==> src/rtl/audio_pkg.sv <==
// Shared definitions for the audio block-processing path: chunk geometry,
// sample/word widths and the chunk scheduler state encoding.
package audio_pkg;

  localparam int unsigned BUFF_SIZE   = 64;
  localparam int unsigned PTR_BITS    = 6;
  localparam int unsigned WORD_SIZE   = 32;
  localparam int unsigned SAMPLE_SIZE = 24;

  typedef enum logic [1:0] {
    IDLE       = 2'd0,
    PRIME      = 2'd1,
    RUN        = 2'd2,
    WAIT_FIRST = 2'd3
  } sched_state_e;

endpackage

==> src/rtl/chunk_addr_counter.sv <==
// Input-bank address generator: turns a sample strobe into a registered write
// enable/address one clock later, plus a wrap pulse on the last slot of a chunk.
module chunk_addr_counter #(
  parameter int unsigned BUFF_SIZE = 64,
  parameter int unsigned PTR_BITS  = 6
) (
  input  logic                clk,
  input  logic                rst_n,
  input  logic                i_run,
  input  logic                i_stb,
  output logic                o_wr_en,
  output logic [PTR_BITS-1:0] o_wr_ptr,
  output logic                o_wrap
);

  localparam logic [PTR_BITS-1:0] PTR_LAST = PTR_BITS'(BUFF_SIZE - 1);

  logic [PTR_BITS-1:0] ptr_q, ptr_d;
  logic [PTR_BITS-1:0] wr_ptr_q, wr_ptr_d;
  logic                wr_en_q, wr_en_d;
  logic                wrap_q, wrap_d;

  // Dropping i_run flushes any write or wrap still in flight.
  always_comb begin
    ptr_d    = ptr_q;
    wr_ptr_d = wr_ptr_q;
    wr_en_d  = 1'b0;
    wrap_d   = 1'b0;
    if (!i_run) begin
      ptr_d    = '0;
      wr_ptr_d = '0;
    end else if (i_stb) begin
      wr_en_d  = 1'b1;
      wr_ptr_d = ptr_q;
      if (ptr_q == PTR_LAST) begin
        wrap_d = 1'b1;
        ptr_d  = '0;
      end else begin
        ptr_d = ptr_q + 1'b1;
      end
    end
  end

  always_ff @(posedge clk or negedge rst_n) begin
    if (!rst_n) begin
      ptr_q    <= '0;
      wr_ptr_q <= '0;
      wr_en_q  <= 1'b0;
      wrap_q   <= 1'b0;
    end else begin
      ptr_q    <= ptr_d;
      wr_ptr_q <= wr_ptr_d;
      wr_en_q  <= wr_en_d;
      wrap_q   <= wrap_d;
    end
  end

  assign o_wr_en  = wr_en_q;
  assign o_wr_ptr = wr_ptr_q;
  assign o_wrap   = wrap_q;

endmodule

==> src/rtl/chunk_sched_ctrl.sv <==
// Ping-pong chunk scheduler: bank swap at each chunk boundary, processor
// start/done handshake, overrun tracking and tx mute until the first chunk.
module chunk_sched_ctrl
  import audio_pkg::*;
#(
  parameter int unsigned BUFF_SIZE    = audio_pkg::BUFF_SIZE,
  parameter int unsigned PTR_BITS     = audio_pkg::PTR_BITS,
  parameter int unsigned ERR_CNT_BITS = 8
) (
  input  logic                    clk,
  input  logic                    rst_n,
  input  logic                    i_enable,
  input  logic                    i_sample_stb,
  input  logic                    i_proc_done,
  input  logic                    i_clr_err,
  output logic                    o_wr_en,
  output logic [PTR_BITS-1:0]     o_wr_ptr,
  output logic                    o_buff_sel,
  output logic                    o_chunk_pulse,
  output logic                    o_proc_busy,
  output logic                    o_tx_mute,
  output logic                    o_overrun,
  output logic [ERR_CNT_BITS-1:0] o_overrun_cnt,
  output logic [1:0]              o_state
);

  sched_state_e            state_q;
  logic                    buff_sel_q;
  logic                    chunk_pulse_q;
  logic                    busy_q;
  logic                    mute_q;
  logic                    overrun_q;
  logic [ERR_CNT_BITS-1:0] cnt_q;

  logic                    run;
  logic                    wrap;
  logic                    done_ok;
  logic [ERR_CNT_BITS-1:0] cnt_base;
  logic [ERR_CNT_BITS-1:0] cnt_inc;

  assign run     = i_enable && (state_q != IDLE);
  assign done_ok = i_proc_done && busy_q;

  chunk_addr_counter #(
    .BUFF_SIZE (BUFF_SIZE),
    .PTR_BITS  (PTR_BITS)
  ) u_addr (
    .clk      (clk),
    .rst_n    (rst_n),
    .i_run    (run),
    .i_stb    (i_sample_stb),
    .o_wr_en  (o_wr_en),
    .o_wr_ptr (o_wr_ptr),
    .o_wrap   (wrap)
  );

  // A clear coinciding with an overrun counts from zero, so the result is 1.
  always_comb begin
    cnt_base = i_clr_err ? '0 : cnt_q;
    cnt_inc  = (&cnt_base) ? cnt_base : cnt_base + 1'b1;
  end

  always_ff @(posedge clk or negedge rst_n) begin
    if (!rst_n) begin
      state_q       <= IDLE;
      buff_sel_q    <= 1'b0;
      chunk_pulse_q <= 1'b0;
      busy_q        <= 1'b0;
      mute_q        <= 1'b1;
      overrun_q     <= 1'b0;
      cnt_q         <= '0;
    end else begin
      chunk_pulse_q <= 1'b0;
      if (i_clr_err) begin
        overrun_q <= 1'b0;
        cnt_q     <= '0;
      end
      if (!i_enable || state_q == IDLE) begin
        state_q    <= i_enable ? PRIME : IDLE;
        buff_sel_q <= 1'b0;
        busy_q     <= 1'b0;
        mute_q     <= 1'b1;
      end else begin
        if (done_ok && state_q == WAIT_FIRST) begin
          state_q <= RUN;
          mute_q  <= 1'b0;
        end
        // At a boundary a same-cycle done frees the processor just in time.
        if (wrap) begin
          buff_sel_q <= ~buff_sel_q;
          if (busy_q && !i_proc_done) begin
            overrun_q <= 1'b1;
            cnt_q     <= cnt_inc;
          end else begin
            chunk_pulse_q <= 1'b1;
            busy_q        <= 1'b1;
          end
          if (state_q == PRIME) begin
            state_q <= WAIT_FIRST;
          end
        end else if (done_ok) begin
          busy_q <= 1'b0;
        end
      end
    end
  end

  assign o_buff_sel    = buff_sel_q;
  assign o_chunk_pulse = chunk_pulse_q;
  assign o_proc_busy   = busy_q;
  assign o_tx_mute     = mute_q;
  assign o_overrun     = overrun_q;
  assign o_overrun_cnt = cnt_q;
  assign o_state       = state_q;

endmodule
==> config.mk <==
export PLATFORM = sky130hd
export DESIGN_NAME = chunk_sched_ctrl
export DESIGN_NICKNAME = d
export VERILOG_FILES = /design/src/rtl/audio_pkg.sv /design/src/rtl/chunk_addr_counter.sv /design/src/rtl/chunk_sched_ctrl.sv
export SDC_FILE = /design/constraint.sdc
export NUM_CORES = 1
export LEC_CHECK = 0
export BUFFER_PORTS_ARGS = -buffer_cell sky130_fd_sc_hd__buf_2
export CAP_MARGIN = 20
export CORE_MARGIN = 1.5
export CORE_UTILIZATION = 53
export CTS_CLUSTER_DIAMETER = 200
export CTS_CLUSTER_SIZE = 40
export DETAILED_ROUTE_END_ITERATION = 6
export GPL_TIMING_DRIVEN = 1
export PLACE_DENSITY = 0.78
export SYNTH_ARGS = -nofsm -noshare
export SYNTH_HDL_FRONTEND = slang
export SYNTH_SLANG_ARGS = --single-unit
==> constraint.sdc <==
create_clock -name clk -period 1.69 [get_ports clk]
set_input_delay 0.0845 -clock clk [delete_from_list [all_inputs] [get_ports clk]]
set_output_delay 0.0845 -clock clk [all_outputs]
set_load 0.02 [all_outputs]
Yosys cells after proc, flatten, opt, wreduce, memory -nomap -nowiden:

Cells that the tools add are included.

* bits in registers: 29
* input bits: 6

* add/sub/neg operators: 2
* equality and inequality tests: 5
* multiplexer cells: 35
* bitwise operators: 1
* reduce and logical (&&, ||, !) cells: 14

Operator list (number)
* 8-bit 2-to-1 mux: 5
* 6-bit 2-to-1 mux: 5
* 1-bit 2-to-1 mux: 21
* 8-bit by 1-bit adder with 8-bit output (second input constant): 1
* 2-bit 2-to-1 mux: 4
* 8-bit AND reduction: 1
* 6-bit by 1-bit adder with 6-bit output (second input constant): 1
* 6-bit equality test (second input constant): 1
* 2-bit nonzero test: 3
* 1-bit logical AND: 4
* 3-bit != test (second input constant): 1
* 3-bit nonzero test: 1
* 2-bit by 1-bit equality test with 1-bit output (second input constant): 1
* 2-bit equality test (second input constant): 1
* 1-bit logical NOT: 2
* 2-bit logical NOT: 1
* 2-bit != test (second input constant): 1
* 2-bit AND reduction: 1
* 1-bit logical OR: 1
* 1-bit inverter: 1

Logic depth before layout (Yosys ltp):

Gate-level depths: netlist (run 1).

* depth in word-level cells: 6
* gate-level depth with buffers: 4
* gate-level depth less buffers: 4

Modules after synthesis:

From an unflattened synthesis (run 1), not the netlist that was laid out.

* cells, all modules: 133
* area total of the unflattened synthesis: 1373.8 um^2

By module, submodules not included
* chunk_sched_ctrl: instances 1, cells each 76, area an instance 748.2 um^2
* chunk_addr_counter: instances 1, cells each 57, area an instance 625.6 um^2

Least setup slack after synthesis (run 1):

OpenSTA, ideal clock, no wires.

* kind: register -> register
* from: register busy_q (netlist: o_proc_busy)
* to: register cnt_q[7] (netlist: o_overrun_cnt[7])
* setup time: 78 ps
* arrival: 1317 ps
* data required time: 1612 ps
* setup slack: 295 ps
* cell stages (with the launch flop): 4
* buffers on the path: 0
* clock period less this slack: 1395 ps
* path through: dfrtp_1 > nand3b_2 > or4_1 > a21oi_1

* cells in the longest elaborated chain, start to end: 4

Ends and longest elaborated chain
* start: declaration: line chunk_sched_ctrl.sv:30 `logic busy_q;`
* start signal: assignment: line chunk_sched_ctrl.sv:68 `busy_q <= 1'b0;`
* start signal: assignment: line chunk_sched_ctrl.sv:81 `busy_q <= 1'b0;`
* start signal: assignment: line chunk_sched_ctrl.sv:96 `busy_q <= 1'b1;`
* 1-bit logical AND: line chunk_sched_ctrl.sv:91 `if (busy_q && !i_proc_done) begin`
* 8-bit 2-to-1 mux: line chunk_sched_ctrl.sv:91
* 8-bit 2-to-1 mux: line chunk_sched_ctrl.sv:89 `if (wrap) begin`
* 8-bit 2-to-1 mux: line chunk_sched_ctrl.sv:78 `if (!i_enable || state_q == IDLE) begin`
* end signal: assignment: line chunk_sched_ctrl.sv:93 `cnt_q <= cnt_inc;`
* end: declaration: line chunk_sched_ctrl.sv:33 `logic [ERR_CNT_BITS-1:0] cnt_q;`

No other way between the ends.
A chain may end at the register's enable or synchronous reset.

Final worst setup path (run 1):

* from: register u_addr.wrap_q (netlist: u_addr.o_wrap)
* to: register cnt_q[7] (netlist: o_overrun_cnt[7])

* cells in the longest elaborated chain, start to end: 2

Ends and longest elaborated chain
* start: declaration: line chunk_addr_counter.sv:21 `logic wrap_q, wrap_d;`
* start signal: assignment: line chunk_addr_counter.sv:54 `wrap_q <= wrap_d;`
* 8-bit 2-to-1 mux: line chunk_sched_ctrl.sv:89
* 8-bit 2-to-1 mux: line chunk_sched_ctrl.sv:78

No other way between the ends.

==> summary.md, run 1 <==
| Metric | Value |
|---|---|
| GRT Overall Usage | 0.2244 |
| Clock buffer depth | 2 |
| Seq cells post-synth | 29 |
| Worst-case vdd ir drop | around 0.00055 V |
| Max_cap viols | 0 |
| PostCTS Resize Cnt | 0 |
| # rows | 18 |
| Clk sinks | 29 |
| Number of global-route vias before repair | 993 |
| Worst r2r src | u_addr.o_wrap |
| Share of layout cells above drive strength 1 | 0.2331 |
| Worst EP arrival | 1620 ps |
| DP Cell Count | roughly 180 |
| Share of the synthesized area in the top cell type | 0.5171 |
| Seq/Total Area, Yosys | 0.5365 |
| Clock power frac | 0.363 |
| Setup Crit Path Kind | flip-flop to flip-flop |
| HPWL Detailed | approximately 1.8 mm |
| Worst-skew pair later-pin latency | roughly 340 ps |
| Fin cells | a little under 200 |
| Fin Clk Skew | 17.95 ps |
| Worst hold slack | between 30 and 40 ps |
| Core footprint | 2455 um^2 |
| Drt first-iter violations | 20 |
| Layout Utilization | 0.6504 |
| EDFF count, synth | 0 |
| CTS tree | done |
| Worst slew margin | 0.5849 |
| Worst Tran Pin Value | about 620 ps |
| Die Wd | 53.57 um |
| # DRC | 0 |
| Max Clock Freq | 741.8 MHz |
| Post-Syn Instances | 130 |
| Part of the power in registers | 0.581 |
| # IOs | 28 |
| Synth Flop Type | dfrtp_1 |
| Min-delay src | i_proc_done |
| Final min period | 1348 ps |
| Logic gate share of total power | 0.056 |
| Nets | 169 |
| Setup TNS | 0 ps |
| Clk slew on worst S/H paths | 90 ps |
| Hold Crit Class | input port to flip-flop |
| Diode count | 0 |
| Slew Limit Fails | 0 |
| Vias per inst | roughly 5.6 |
| Crit. Startpoint | u_addr.o_wrap |
| Avg Cell Area, Syn | roughly 10 um^2 |
| Cts bufs inserted | 5 |
| Pleak | around 0.74 nW |
| Final hold viol count | 0 |
| Root Buffer | clkbuf_4 |
| Synth Cell Area | 1355 um^2 |
| Int Pwr | a little over 900 uW |
| Ys async rst share | 1.000 |
| Psw | ~280 uW |
| Outcome | completed |
| Die Ht | ~54 um |
| Initial core utilization | 0.5520 |
| Req. time, crit path | 1960 ps |
| GPL Wtd Cong | 0.8027 |
| Final setup violation count | 0 |
| GRT overflow | 0 |
| Via count | 1,090 |
| Netlist cell types | 38 |
| Largest net degree at the start of global routing | 30 |
| Syn nets | about 140 |
| Antenna-violating nets left | 0 |
| Switching share of power | 0.2340 |
| Critical path endpoint category | flip-flop |
| Initial antenna violation count | 0 |
| Crit share post-route | 0.7977 |
| Startpoint types | flip-flop |
| Port Buffers | 27 |
| Total length of routed wires | around 2.7 mm |
| Area growth syn-to-layout | 17.82% |
| Die area | 2869 um^2 |
| RSZ-0062 raised after global routing | no |
| Htree depth | 2 |
| First-pass GRT wire length | between 4 and 5 mm |
| Power Density | 756.5 nW/um^2 |
| Wire per inst | about 14 um |
| First-pass DRT Iterations | 4 |
| Largest cells by area after synthesis | dfrtp_1 52%, mux2i_1 4.4%, nor2_1 3.9% |
| YS warnings | 0 |
| Crit path max fanout | 6 |
| Synth area leader | dfrtp_1 |
==> placed cells by master, fill, tap and decap left out, drive strengths merged, types with 3 or more instances in the layout <==
cell type	n
a211oi	6
a21oi	4
a31oi	3
a41oi	4
and2	3
and4	3
buf	28
clkbuf	8
dfrtp	28
dlygate4sd3	3
inv	4
mux2i	6
nand2	7
nand2b	3
nand3	7
nor2	14
o21ai	5
==> through the flow <==
step	setup slack (ps)	instance area, um^2	power [mW]
floorplan	295.4	1355	0.7484
global placement	390.9	1508	0.7769
detailed placement	346.3	1508	0.7786
CTS	339.7	1597	1.229
global route	222.6	1597	1.268
finish	341.9	1597	1.208
==> cells by family (layout without fill, tap and decap cells) <==
group           count (synthesis)  in the layout  share of synthesized area
mux                             6              6                    0.04432
xor+xnor                        3              3                    0.01939
compound gates                 30             30                     0.1551
buf+inv                        10             43                    0.03139
fa+ha+maj                       1              1                   0.009232
flops                          29             29                     0.5365
simple gates                   51             51                     0.2041
==> power by group through the flow <==
stage	clock network (mW)	registers [mW]	logic, mW
after floorplan	0	0.718	0.0303
after global placement	0	0.715	0.0620
after detailed placement	0	0.715	0.0632
after CTS	0.459	0.702	0.0684
after global routing	0.489	0.703	0.0763
final	0.439	0.702	0.0673
==> synth_stat cells, drive strengths merged (4+ instances only) <==
library cell   n
dfrtp         28
nor2          14
nand3          7
o21ai          5
a41oi          4
buf            5
mux2i          6
nand2          7
inv            4
a211oi         6
a21oi          4
==> flip-flops by register name, summed over array words and instances (netlist names) <==
register / flops
o_proc_busy: 1
o_overrun: 1
u_addr.o_wr_en: 1
o_tx_mute: 1
u_addr.o_wr_ptr: 6
u_addr.ptr_q: 6
o_buff_sel: 1
u_addr.o_wrap: 1
o_state: 2
o_chunk_pulse: 1
o_overrun_cnt: 8
==> final cells by class <==
type                            instances  area, um^2
Clock buffer                            8       58.81
Fill cell                             206       858.3
Inverter                                4       15.01
Multi-Input combinational cell         91       585.6
Sequential cell                        29       726.9
Tap cell                               30       37.54
Timing Repair Buffer                   31       172.7
==> path summary, 6_finish.rpt <==
path                                       to  slack, ps  cells past startpoint
max reg2reg                  o_overrun_cnt[7]        340                      3
min reg2reg                u_addr.o_wr_ptr[1]        520                      2
max in group asynchronous  u_addr.o_wr_ptr[1]        970                      2
min                             o_chunk_pulse         30                      3
max                          o_overrun_cnt[7]        340                      3
min in group asynchronous    o_overrun_cnt[5]        290                      2
==> metal layers <==
layer	global-route usage	share of wire
met5	0	0
met4	0.1026	0.019
met3	0.09444	0.054
met2	0.3436	0.45
met1	0.2762	0.47
==> timing repair <==
item                       CTS  global route
setup endpoints to repair    0             0
hold buffers                 3             0
setup buffers                0             0
hold endpoints to repair    33             0
==> critical path, cell delays in order, from the launching register on <==
cell and delay [ps]:
dfrtp_1 470, nand3b_2 160, or4_1 520, a21oi_1 150
Power figures use the tool's default switching activity.
==> run 2: changes to the inputs <==
clock period = 1.3 ns   (was 1.69 ns; I/O delays follow)
==> run 2 against run 1 <==
Effect of this change: utilization grew 4.5 points; final cell count rose by 5.7%; design area up 7.0%; routed wire length grew 8.5%; critical path depth did not move; sequential power grew 30%; combinational power increased by 44%; critical endpoint is now o_overrun_cnt[0].
==> summary.md, run 2 (synthesis gave the netlist of run 1 again) <==
| Metric | Value |
|---|---|
| Final min period | 1268 ps (-79.80 ps) |
| Most common cell after layout, fill and taps aside | buf_2 |
| Largest register FFs | 8 (unchanged) |
| HPWL Detailed | 2.057 mm (+13%) |
| Worst-skew pair later-pin latency | 330 ps (about the same) |
| Initial antenna violation count | 0 (unchanged) |
| RSZ-0062 raised after global routing | yes |
| Int Pwr | 1.208 mW (+31%) |
| Fin Clk Skew | 10.08 ps (-7.867 ps) |
| Share of layout cells above drive strength 1 | 0.3333 (+0.1002) |
| Crit path max fanout | 6 (unchanged) |
| Outcome | completed |
| Req. time, crit path | 1490 ps (-470 ps) |
| Diode count | 0 (unchanged) |
| Die Ht | 53.57 um (unchanged) |
| Port Buffers | 27 (unchanged) |
| Clock buffer depth | 2 (unchanged) |
| Max Clock Freq | 788.5 MHz (+6.3%) |
| GRT overflow | 0 (unchanged) |
| Slew Limit Fails | 0 (unchanged) |
| Final hold viol count | 0 (unchanged) |
| Critical path endpoint category | flip-flop |
| Wire per inst | 14.34 um (+2.6%) |
| Most frequent cells in the layout | 27 x buf_2, 24 x dfrtp_1, 14 x nor2_1 |
| Initial core utilization | 0.5520 (unchanged) |
| Pleak | 0.7982 nW (+7.2%) |
| Root Buffer | clkbuf_4 |
| Die Wd | 53.57 um (unchanged) |
| Part of the power in registers | 0.580 (about the same) |
| First-pass GRT wire length | 4.554 mm (+4.3%) |
| Clk sinks | 29 (unchanged) |
| Final setup violation count | 0 (unchanged) |
| Logic gate share of total power | 0.062 (+0.006) |
| Number of global-route vias before repair | 1,042 (+4.9%) |
| Max_cap viols | 0 (unchanged) |
| # DRC | 0 (unchanged) |
| Area growth syn-to-layout | 26.04% |
| CTS tree | done |
| Setup Crit Path Kind | flip-flop to flip-flop |
| Post-CTS setup buffers | 0 (unchanged) |
| Worst EP arrival | 1460 ps (-160 ps) |
| Dpl cell area | 1595 um^2 (+5.8%) |
| Switching share of power | 0.2301 (-0.003869) |
| # IOs | 28 (unchanged) |
| Nets | 180 (+6.5%) |
| Worst-case vdd ir drop | 0.0009814 V (+78%) |
| Setup TNS | 0 ps (unchanged) |
| Power Density | 918.6 nW/um^2 (+21%) |
| # rows | 18 (unchanged) |
| Via count | 1,190 (+9.2%) |
| Vias per inst | 5.833 (+3.3%) |
| Die area | 2869 um^2 (unchanged) |
| Worst Tran Pin Value | 622.4 ps (-0.1845 ps) |
| GPL Wtd Cong | 0.8661 (+7.9%) |
| First-pass DRT Iterations | 4 (unchanged) |
| Worst hold slack | 36.33 ps (+2.571 ps) |
| Crit share post-route | 0.9756 (+0.1779) |
| Hold Crit Class | input port to flip-flop |
| Core footprint | 2455 um^2 (unchanged) |
| Cts bufs inserted | 5 (unchanged) |
| Clk slew on worst S/H paths | 90 ps (about the same) |
| Startpoint types | flip-flop |
| Post-route cell area | 1708 um^2 (+7.0%) |
| Largest net degree at the start of global routing | 30 (unchanged) |
| Total length of routed wires | 2.926 mm (+8.5%) |
| Drt first-iter violations | 34 (+70%) |
| Worst slew margin | 0.5850 (about the same) |
| GRT Overall Usage | 0.2317 (+0.007269) |
| Clock power frac | 0.358 (-0.005) |
| Psw | 361.1 uW (+28%) |
| Htree depth | 2 (unchanged) |
| Antenna-violating nets left | 0 (unchanged) |
run 2: power groups by stage:
stage	clock [mW]	sequential [mW]	combinational, mW
after floorplan	0	0.933	0.0398
after global placement	0	0.927	0.0887
after detailed placement	0	0.928	0.0896
after CTS	0.581	0.910	0.0967
after global routing	0.625	0.911	0.109
final	0.561	0.910	0.0972
run 2: layout make-up:
cell class | count | area [um^2]
flip-flops and latches | 29 | 732.0
multi-input cells | 91 | 609.3
repair buffers | 42 | 255.2
clock buffers | 8 | 58.81
well taps | 30 | 37.54
fillers | 208 | 747.0
inverters | 4 | 15.01
run 2: through the flow:
step	utilization	power (mW)	setup WS (ps)	std cells
2_1_floorplan	-	0.9732	-28.37	130
3_3_place_gp	0.6498	1.016	62.07	193
3_5_place_dp	0.6498	1.017	24.46	193
4_1_cts	0.6860	1.588	3.381	204
5_1_grt	0.6957	1.646	-33.00	204
6_report	0.6957	1.569	31.74	204
run 2: per-layer routing:
metal	GRT usage	wire (um)	up-vias
met4	0.08974	65	0
met3	0.09167	167	11
met5	0	0	-
met2	0.3786	1415	41
li1	-	-	563
met1	0.2740	1278	575
run 2: critical path, cell delays in order (launching register included):
cell	delay [ps]
dfrtp_2	440
and4_2	280
a211oi_1	280
o21ai_0	140
run 2: path summary, 6_finish.rpt:
| kind | to | from | depth (start not counted) | slack (ps) |
|---|---|---|---|---|
| setup reg to reg | o_overrun_cnt[0] | o_overrun_cnt[0] | 3 | 30 |
| hold / removal | o_chunk_pulse | i_proc_done | 3 | 40 |
| max in group asynchronous | o_overrun_cnt[0] | rst_n | 2 | 570 |
| min in group asynchronous | o_state[1] | rst_n | 2 | 280 |
| hold reg to reg | o_overrun | o_overrun | 2 | 520 |
| setup / recovery | o_overrun_cnt[0] | o_overrun_cnt[0] | 3 | 30 |
run 2: what timing repair did:
| action | in CTS | in global routing |
|---|---|---|
| hold endpoints to repair | 31 | 0 |
| setup endpoints to repair | 0 | 8 |
| resized for setup | 0 | 6 |
| hold buffers | 3 | 0 |
==> run 3: changes to the inputs <==
ABC_AREA = 1   (was default)
PLACE_DENSITY = 0.77   (was 0.78)
==> run 3 against run 2 <==
Effect of this change: non-clock buffer count shrank 9; routed wire length grew 5.9%; die area is 3.9% higher; maximum frequency decreased by 2.0%; first-iteration DRC count decreased by 32%; synthesized cell count is 25% higher; largest cell class unchanged.
==> summary.md, run 3 <==
| Metric | Value |
|---|---|
| Die Wd | 54.61 um (+1.9%) |
| Worst r2r src | o_state[0] |
| EDFF count, synth | 0 (unchanged) |
| Hold Crit Class | input port to flip-flop |
| Worst-skew pair later-pin latency | 330 ps (about the same) |
| Critical path's slowest cell | dfrtp_1 |
| Logic gate share of total power | 0.064 (+0.002) |
| Part of the power in registers | 0.598 (+0.018) |
| Htree depth | 2 (unchanged) |
| Setup Crit Path Kind | flip-flop to flip-flop |
| Via count | 1,178 (-1.0%) |
| Layout Utilization | 0.6972 (+0.001478) |
| Most common cell after layout, fill and taps aside | nand2_1 |
| Worst Tran Pin Value | 637.0 ps (+14.60 ps) |
| Cell types with the highest counts after synthesis | 33 x nand2_1, 28 x dfrtp_1, 26 x inv_1 |
| Total length of routed wires | 3.100 mm (+5.9%) |
| Clk sinks | 29 (unchanged) |
| Largest net degree at the start of global routing | 30 (unchanged) |
| Final setup violation count | 0 (unchanged) |
| GPL Wtd Cong | 0.7887 (-8.9%) |
| Worst hold slack | 36.56 ps (+0.2308 ps) |
| Seq cells post-synth | 29 (unchanged) |
| RSZ-0062 raised after global routing | yes |
| Core footprint | 2500 um^2 (+1.8%) |
| Stages on worst setup path | 6 (+3) |
| Max_cap viols | 0 (unchanged) |
| Int Pwr | 1.148 mW (-5.0%) |
| Port Buffers | 27 (unchanged) |
| GRT overflow | 0 (unchanged) |
| Final hold viol count | 0 (unchanged) |
| Nets | 210 (+17%) |
| Synth Flop Type | dfrtp_1 |
| Synth area leader | dfrtp_1 |
| Most frequent cells in the layout | 30 x nand2_1, 27 x buf_2, 27 x dfrtp_1 |
| Final Worst Setup Slack | 5.956 ps (-25.79 ps) |
| Post-Syn Instances | 163 (+25%) |
| Critical path endpoint | u_addr.ptr_q[3] |
| Max Clock Freq | 772.8 MHz (-2.0%) |
| Number of global-route vias before repair | 1,121 (+7.6%) |
| Clock buffer depth | 2 (unchanged) |
| Ys async rst share | 1.000 (unchanged) |
| Clk slew on worst S/H paths | 90 ps (about the same) |
| Critical path endpoint category | flip-flop |
| Diode count | 0 (unchanged) |
| Synth Cell Area | 1411 um^2 (+4.2%) |
| Layout fillers | 204 (-1.9%) |
| Root Buffer | clkbuf_4 |
| Initial core utilization | 0.5646 (+0.01258) |
| HPWL Detailed | 2.187 mm (+6.3%) |
| Netlist cell types | 26 (-32%) |
| Worst EP arrival | 1540 ps (+80 ps) |
| Die Ht | 54.61 um (+1.9%) |
| Switching share of power | 0.2460 (+0.01583) |
| Share of layout cells above drive strength 1 | 0.3333 (unchanged) |
| Final min period | 1294 ps (+25.79 ps) |
| Fin Clk Skew | 9.465 ps (-0.6177 ps) |
| Req. time, crit path | 1540 ps (+50 ps) |
| Drt first-iter violations | 23 (-32%) |
| Clock power frac | 0.337 (-0.021) |
| Share of the synthesized area in the top cell type | 0.4965 (-0.02063) |
| # IOs | 28 (unchanged) |
| Psw | 374.4 uW (+3.7%) |
| # rows | 18 (unchanged) |
| Seq/Total Area, Yosys | 0.5151 (-0.02140) |
| Worst slack at placement | 30.83 ps (+6.366 ps) |
| Area growth syn-to-layout | 23.49% |
| Crit share post-route | 0.9954 (+0.01983) |
| Critical Path Max Stage Delay | 410 ps (-30 ps) |
| Die area | 2982 um^2 (+3.9%) |
| Largest cells by area after synthesis | dfrtp_1 50%, nand2_1 8.8%, inv_1 6.9% |
| Vias per inst | 5.034 (-14%) |
| Avg Cell Area, Syn | 8.659 um^2 (-17%) |
| Initial antenna violation count | 0 (unchanged) |
| Worst-case vdd ir drop | 0.0007112 V (-28%) |
| Syn nets | 170 (+24%) |
| Pleak | 0.8555 nW (+7.2%) |
| CTS tree | done |
| Startpoint types | flip-flop |
| YS warnings | 0 (unchanged) |
| Largest register FFs | 8 (unchanged) |
| Crit path max fanout | 8 (+2) |
| Most frequent cell after synthesis | nand2_1 |
| Power Density | 873.4 nW/um^2 (-4.9%) |
| First-pass GRT wire length | 4.871 mm (+7.0%) |
| GRT Overall Usage | 0.2366 (+0.004867) |
| Wire per inst | 13.25 um (-7.6%) |
| Cts bufs inserted | 5 (unchanged) |
| Worst slew margin | 0.5753 (-0.009735) |
| R2r setup slk | 6 ps (-30 ps) |
| # DRC | 0 (unchanged) |
| Crit path buffers/inverters | 1 (+1) |
| CP cell instances | nor2_2 > nor2_8 > inv_4 > nor2_4 > nand2_2 > o22ai_1 |
| R2R depth | 6 (+3) |
| Post-route cell area | 1743 um^2 (+2.1%) |
| Antenna-violating nets left | 0 (unchanged) |
| Slew Limit Fails | 0 (unchanged) |
| Dpl cell area | 1592 um^2 (-0.24%) |
| CP top delay family | simple AND/OR/NAND/NOR gates |
| Crit. Startpoint | o_state[0] |
| Outcome | completed |
| FF-to-FF End | u_addr.ptr_q[3] |
| First-pass DRT Iterations | 4 (unchanged) |
-- run 3: cell count changes in the layout (fill, tap and decap cells not counted), sizes merged, moves of 4 or more --
cell,previous run,this run
nor2,14,20
mux2i,6,0
inv,4,29
nand2,7,34
o21ai,5,12
nand3,7,22
a41oi,4,0
buf,39,32
a211oi,6,0
-- run 3: routing by layer --
metal / share of wire / global-route usage
met5: 0 / 0
met4: 0.017 / 0.08750
met3: 0.038 / 0.07923
met2: 0.49 / 0.3690
met1: 0.45 / 0.3030
-- run 3: worst min-delay path, delay by kind of cell --
family / cells / cell delay (ps)
buffers and inverters: 1 / 120
and+or+nand+nor: 2 / 150
-- run 3: how the worst min path moves through the flow --
stage                startpoint            end  slack [ps]  depth (start not counted)
finish                 i_enable  o_chunk_pulse          40                          3
global route           i_enable  o_chunk_pulse          30                          3
CTS                 i_proc_done  o_chunk_pulse          40                          3
detailed placement        rst_n     o_state[1]         130                          1
global placement          rst_n     o_state[0]         120                          1
floorplan                 rst_n     o_buff_sel        -230                          0
-- run 3: kinds of logic after synthesis --
kind of cell,count (synthesis),share of synthesized area
flip-flops,29,0.5151
AND/OR/NAND/NOR,80,0.2996
XOR/XNOR,2,0.01241
buffers and inverters,30,0.08156
AO/OA/AOI/OAI,21,0.08245
adder cells (fa/ha/maj),1,0.008864
-- run 3: power by group through the flow --
| stage | Combinational, mW | Sequential (mW) | Clock [mW] |
|---|---|---|---|
| 5_1_grt | 0.109 | 0.912 | 0.572 |
| 4_1_cts | 0.0876 | 0.911 | 0.533 |
| 3_5_place_dp | 0.0849 | 0.929 | 0 |
| 6_report | 0.0980 | 0.911 | 0.513 |
| 2_1_floorplan | 0.0391 | 0.933 | 0 |
| 3_3_place_gp | 0.0838 | 0.928 | 0 |
-- run 3: cell type report --
type	instances	area [um^2]	share of cell area
Clock buffer	8	48.80	0.02800
Inverter	30	120.1	0.06892
Multi-Input combinational cell	104	625.6	0.3589
Sequential cell	29	728.2	0.4178
Tap cell	30	37.54	0.02154
Timing Repair Buffer	33	182.7	0.1048
-- run 3: through the flow --
stage	total power, mW	cells	setup TNS (ps)
floorplan	0.9716	163	0
global placement	1.012	221	0
detailed placement	1.014	221	0
CTS	1.532	230	0
global route	1.593	234	-313.1
finish	1.522	234	0
-- run 3: timing repair --
action,4_1_cts,5_1_grt
hold endpoints to repair,28,0
hold buffers,1,0
setup endpoints to repair,0,16
setup buffers,0,4
resized for setup,0,19
